### src/rtl/atable_pkg.sv
// Shared types and helpers for the attribute-table quad writer.
// Holds the FSM state encoding, geometry constants and the tile->byte/field decode.
// Attribute byte address = {nametable, row/4, col/4}; field index = {row bit1, col bit1}.
package atable_pkg;

   localparam int AW      = 7;
   localparam int MAX_ROW = 29;

   typedef enum logic [1:0] {
      IDLE = 2'd0,
      RD   = 2'd1,
      WAIT = 2'd2,
      WR   = 2'd3
   } state_t;

   // Quadrant inside the 32x32-pixel attribute cell: bit1 = bottom half, bit0 = right half.
   function automatic logic [1:0] quad_of(input logic row_b1, input logic col_b1);
      return {row_b1, col_b1};
   endfunction

   // Byte address of the attribute cell covering a tile; callers pass tile row/col bits [4:2].
   function automatic logic [AW-1:0] addr_of(input logic nt, input logic [2:0] row_hi,
                                             input logic [2:0] col_hi);
      return {nt, row_hi, col_hi};
   endfunction

endpackage

### src/rtl/atable_field_merge.sv
// Replaces one 2-bit palette field of an attribute byte, preserving the other six bits.
// Latency: combinational, zero cycles.
// Backpressure: none; pure function of its inputs.
module atable_field_merge (
   input  logic [7:0] i_byte,
   input  logic [1:0] i_q,
   input  logic [1:0] i_pal,
   output logic [7:0] o_byte
);

   // Overwrite bits [2q+1:2q] with the new palette select.
   always_comb begin
      o_byte = i_byte;
      o_byte[{i_q, 1'b0} +: 2] = i_pal;
   end

endmodule

### src/rtl/atable_quad_writer.sv
// Read-modify-write of one tile's 2-bit palette field in the 128-byte attribute RAM.
// Latency: accept N, read strobe N+1, data N+2, write + done N+3, ready again N+4.
// Backpressure: req_ready only in IDLE, one operation in flight; optional macro ATABLE_SKIP_SAME_EN.
module atable_quad_writer #(
   parameter int AW      = atable_pkg::AW,
   parameter int MAX_ROW = atable_pkg::MAX_ROW
) (
   input  logic          clk,
   input  logic          rst,
   input  logic          req_valid,
   output logic          req_ready,
   input  logic          req_nt,
   input  logic [4:0]    req_col,
   input  logic [4:0]    req_row,
   input  logic [1:0]    req_pal,
   output logic [AW-1:0] mem_addr,
   output logic          mem_rd_en,
   input  logic [7:0]    mem_rdata,
   output logic          mem_we,
   output logic [7:0]    mem_wdata,
   output logic          done,
   output logic          err
);

   import atable_pkg::*;

   state_t        r_state;
   state_t        w_state_nxt;
   logic [AW-1:0] r_addr;
   logic [1:0]    r_q;
   logic [1:0]    r_pal;
   logic [7:0]    r_merged;
   logic          r_err;
   logic          w_accept;
   logic          w_reject;
   logic [7:0]    w_merged;
   logic          w_unused_col0;

   // Column bit 0 selects a pixel half inside a quadrant and never affects the field.
   assign w_unused_col0 = req_col[0];

   // Ready is forced high during reset so the reset-state view is IDLE immediately.
   assign req_ready = rst || (r_state == IDLE);
   assign w_accept  = req_valid && req_ready;
   assign w_reject  = w_accept && (int'(req_row) > MAX_ROW);

   assign mem_addr  = r_addr;
   assign mem_wdata = r_merged;
   assign err       = r_err && !rst;

   atable_field_merge u_merge (
      .i_byte (mem_rdata),
      .i_q    (r_q),
      .i_pal  (r_pal),
      .o_byte (w_merged)
   );

`ifdef ATABLE_SKIP_SAME_EN
   logic r_skip;
   logic w_same;
   assign w_same = (mem_rdata[{r_q, 1'b0} +: 2] == r_pal);
`endif

   // State register, request latch, merge-result capture and reject pulse.
   always_ff @(posedge clk) begin
      if (rst) begin
         r_state  <= IDLE;
         r_addr   <= '0;
         r_q      <= '0;
         r_pal    <= '0;
         r_merged <= '0;
         r_err    <= 1'b0;
`ifdef ATABLE_SKIP_SAME_EN
         r_skip   <= 1'b0;
`endif
      end else begin
         r_state <= w_state_nxt;
         r_err   <= w_reject;
         // Rejected requests leave the address untouched so mem_addr keeps its last value.
         if (w_accept && !w_reject) begin
            r_addr <= AW'(addr_of(req_nt, req_row[4:2], req_col[4:2]));
            r_q    <= quad_of(req_row[1], req_col[1]);
            r_pal  <= req_pal;
         end
         if (r_state == WAIT) begin
            r_merged <= w_merged;
`ifdef ATABLE_SKIP_SAME_EN
            r_skip   <= w_same;
`endif
         end
      end
   end

   // Next state and memory strobes; reset squashes every strobe in the same cycle.
   always_comb begin
      w_state_nxt = r_state;
      mem_rd_en   = 1'b0;
      mem_we      = 1'b0;
      done        = 1'b0;
      case (r_state)
         IDLE: begin
            if (w_accept && !w_reject) w_state_nxt = RD;
         end
         RD: begin
            mem_rd_en   = 1'b1;
            w_state_nxt = WAIT;
         end
         WAIT: begin
            w_state_nxt = WR;
         end
         WR: begin
            // An unchanged field still spends the WR slot so done timing never varies.
`ifdef ATABLE_SKIP_SAME_EN
            mem_we = !r_skip;
`else
            mem_we = 1'b1;
`endif
            done        = 1'b1;
            w_state_nxt = IDLE;
         end
         default: w_state_nxt = IDLE;
      endcase
      if (rst) begin
         w_state_nxt = IDLE;
         mem_rd_en   = 1'b0;
         mem_we      = 1'b0;
         done        = 1'b0;
      end
   end

endmodule

### config.mk
export PLATFORM = sky130hd
export DESIGN_NAME = atable_quad_writer
export DESIGN_NICKNAME = d
export VERILOG_FILES = /design/src/rtl/atable_pkg.sv /design/src/rtl/atable_field_merge.sv /design/src/rtl/atable_quad_writer.sv
export SDC_FILE = /design/constraint.sdc
export NUM_CORES = 1
export LEC_CHECK = 0
export CAP_MARGIN = 20
export CORE_ASPECT_RATIO = 1.75
export CORE_MARGIN = 1
export CORE_UTILIZATION = 25
export CTS_CLUSTER_SIZE = 28
export DETAILED_ROUTE_END_ITERATION = 7
export HOLD_SLACK_MARGIN = 0.15
export SETUP_SLACK_MARGIN = 0.3
export SYNTH_ARGS = -nofsm -noshare
export SYNTH_HDL_FRONTEND = slang
export SYNTH_SLANG_ARGS = --single-unit
### constraint.sdc
create_clock -name clk -period 3.55 [get_ports clk]
set_clock_uncertainty 0.15 [all_clocks]
set_input_delay 0.71 -clock clk [delete_from_list [all_inputs] [get_ports clk]]
set_output_delay 0.71 -clock clk [all_outputs]
set_load 0.01 [all_outputs]
==> flow_summary.yaml <==
die:
  initial_core_util_pct: 25.9
  die_h_um: 91.3
  die-area_sq_mm: 0.00484
  io_pins: 44
  fp.coreArea_sq_mm: 0.00440
  core.rowCount: 32
  die_w_um: 53.0
synth:
  ys.flop_type: "dfxtp_1"
  synthSimpleGateAreaFrac_pct: 24.5
  synthXorXnorAreaFrac_pct: 0
  syn_area_per_cell_sq_um: 9.27
  synth_top_family_by_area: "simple AND/OR/NAND/NOR gates"
  synth_cells: 123
  yosysUniqueCellTypes: 30
  syn_nets: 156
  synth_fa_ha_area_share_pct: 9.88
  synth-warning-count: 0
  synth_mux_area_share_pct: 6.15
  synth_compound_area_share_pct: 14.5
  synthArstFlopShare_pct: 0
  seq_area_frac_synth_pct: 38.6
  ys_ff_latch: 22
  synth-edff-count: 0
  syn_area_sq_mm: 0.00114
final_layout:
  area_delta_synth_final_pct: 45.1
  layout-drive-gt1-share_pct: 7.41
  seq_area_sq_um: 440
  multi_input_area_sq_um: 627
  nets: 196
  num_antenna_cells: 0
  n_fill_cell: 455
timing:
  rsz0062_at_grt: "false"
  drv_slew: 0
  finalSetupViolCount: 0
  hold_viol: 0
  maxSlewHeadroom_pct: 61.4
  fmax_ghz: 0.338
  timing.hold.ws_ps: 313
  period_needed_ps: 2960
  setup_ws_ps: 590
  tightest_slew_ps: 579
  min_period_over_period_pct: 83.4
  setup_tns_ps: 0
grt:
  grt_pass1_wl_um: 4110
  busiest_layer: "met2"
  grt_pass1_vias: 970
  met2_usage_pct: 19.5
  grt_use_total_pct: 11.2
  overflow: 0
  met3_usage_pct: 1.84
  grt.met1_usage_pct: 12.1
  grt_max_degree: 22
  antenna_found_initial: 0
min_path:
  whs_path_depth: 2
  hold_start: "mem_addr[2]$_SDFFE_PP0P_"
  worstHoldPathType: "reg -> reg"
  hold_end: "mem_addr[2]$_SDFFE_PP0P_"
clocking:
  cts_buffers: 3
  hold_buffers: 0
  cts_tree: "built"
  postCtsSetupRepairBufs: 0
  clk_pin_slew_ps: 80
  cts.path.max_buffers: 2
  cts.sinks: 22
  cts-htree-levels: 1
  insertion_delay_ps: 260
  cts_root_buffer: "clkbuf_8"
  cts_resized: 0
critical_path:
  reg2reg_slack_ps: 1450
  path_common_cell: "clkdlybuf4s50_1"
  critPathArrivalTime_ps: 2100
  startpoint_type: "primary input"
  path_buf_inv: 2
  cp_slowest_cell: "clkdlybuf4s50_1"
  worstReg2RegStart: "r_q[0]$_SDFFE_PP0P_"
  crit_fanout: 9
  r2r_end: "mem_wdata[6]$_SDFFE_PP0P_"
  end_kind: "primary output"
  crit_family: "buffers and inverters"
  critPathMaxStageDelay_ps: 570
  worst_r2r_path_depth: 5
  crit_type: "in -> out"
  crit_chain: "clkdlybuf4s50_1 -> and2b_1 -> clkdlybuf4s50_1"
  cp.required_ps: 2690
route:
  num_vias: 995
  viasPerCell: 4.67
  routed_wl_um: 2510
  detail-route-antenna-nets: 0
  drt_pass1_iterations: 4
  dr.first_iter.drc_count: 34
  wl_per_cell_um: 11.8
  drc_errors: 0
flow_run:
  drv_cap: 0
place:
  dp_hpwl_um: 1930
  preCtsSetupSlack_ps: 567
  place_congestion: 0.869
  port_buffers: 41
power_and_ir_drop:
  leakage_uw: 0.000626
  ir_drop_mv: 0.266
  power_density_mw_per_mm2: 561
  p_total_uw: 927
run_status:
  status: "completed"
-- through the flow --
step	cells	utilization, %	instance area, sq um
finish	213	37.6	1650
global route	213	37.6	1650
CTS	213	37.6	1650
detailed placement	209	35.9	1580
global placement	209	35.9	1580
floorplan	123	-	1140
-- cells by family (layout without fill, tap and decap cells) --
family	Yosys count	in the layout
buf+inv	15	54
simple gates	51	51
fa+ha+maj	9	9
compound gates	19	19
flops	22	22
mux	7	7
-- how the worst max path moves through the flow --
stage | start | end | slack [ps] | depth (start not counted)
final | rst | mem_we | 590 | 3
after CTS | rst | mem_we | 580 | 3
after global routing | rst | done | 490 | 3
after global placement | rst | mem_we | 610 | 3
after detailed placement | rst | mem_we | 570 | 3
after floorplan | rst | req_ready | 1500 | 3
-- area by class of cell --
class | count | area share [%]
sequential | 22 | 26.6
tap | 51 | 3.86
multi-input combinational | 86 | 37.9
inverter | 7 | 1.59
clock inverter | 1 | 1.82
clock buffer | 3 | 2.50
timing repair buffer | 43 | 25.7
-- synth_stat cells (all sizes together), types with 3 or more instances --
library cell | instances | area share, %
a211oi | 3 | 2.0
a311oi | 6 | 4.6
buf | 6 | 3.4
dfxtp | 22 | 39
ha | 9 | 9.9
inv | 7 | 2.3
mux2i | 7 | 6.1
nand2 | 15 | 4.9
nand2b | 6 | 3.3
nand3 | 5 | 2.2
nand4 | 4 | 2.2
nor2 | 10 | 3.3
nor2b | 4 | 2.4
o221a | 4 | 4.0
-- layer usage --
metal | share of wire (%) | routed length (um)
met5 | 0 | 0
met4 | 2.2 | 55
met3 | 5.3 | 133
met2 | 52 | 1310
met1 | 40 | 1010
-- worst register-to-register path, delay by kind of cell, from the launching register on --
kind / cells / cell delay (ps)
DFF: 1 / 540
AOI/OAI and AO/OA: 2 / 420
adders and majority gates: 1 / 400
and+or+nand+nor: 1 / 340
buffers and inverters: 1 / 160
-- cell usage in the layout (no fill, tap or decap) --
cell,Yosys,routed
a211oi_1,3,3
a21oi_1,1,1
a311oi_1,6,6
a31oi_1,1,1
a32oi_1,2,2
and2b_1,2,2
and4bb_2,1,1
buf_4,1,2
bufinv_16,0,1
clkbuf_8,0,3
clkdlybuf4s50_1,0,41
dfxtp_1,22,22
ha_1,9,9
inv_1,7,7
mux2i_1,7,7
nand2_1,15,15
nand2b_1,6,6
nand3_1,5,5
nand4_1,4,4
nor2_1,10,10
nor2b_1,3,3
nor2b_2,1,1
nor3_1,1,1
nor3b_2,1,1
nor4b_2,1,1
nor4bb_1,1,1
o211ai_1,1,1
o21ai_2,1,1
o221a_1,3,3
o221a_2,1,1
-- sequential cells by signal, indices dropped and copies added (netlist names) --
name,count
r_err,1
mem_wdata,8
r_q,2
r_state,2
mem_addr,7
r_pal,2
-- report_power, final --
group | switching [uW] | internal (uW)
logic | 161 | 190
registers | 39.5 | 303
clock network | 83.2 | 150
total | 284 | 643
Note: power is estimated with default switching activity, not from simulation.
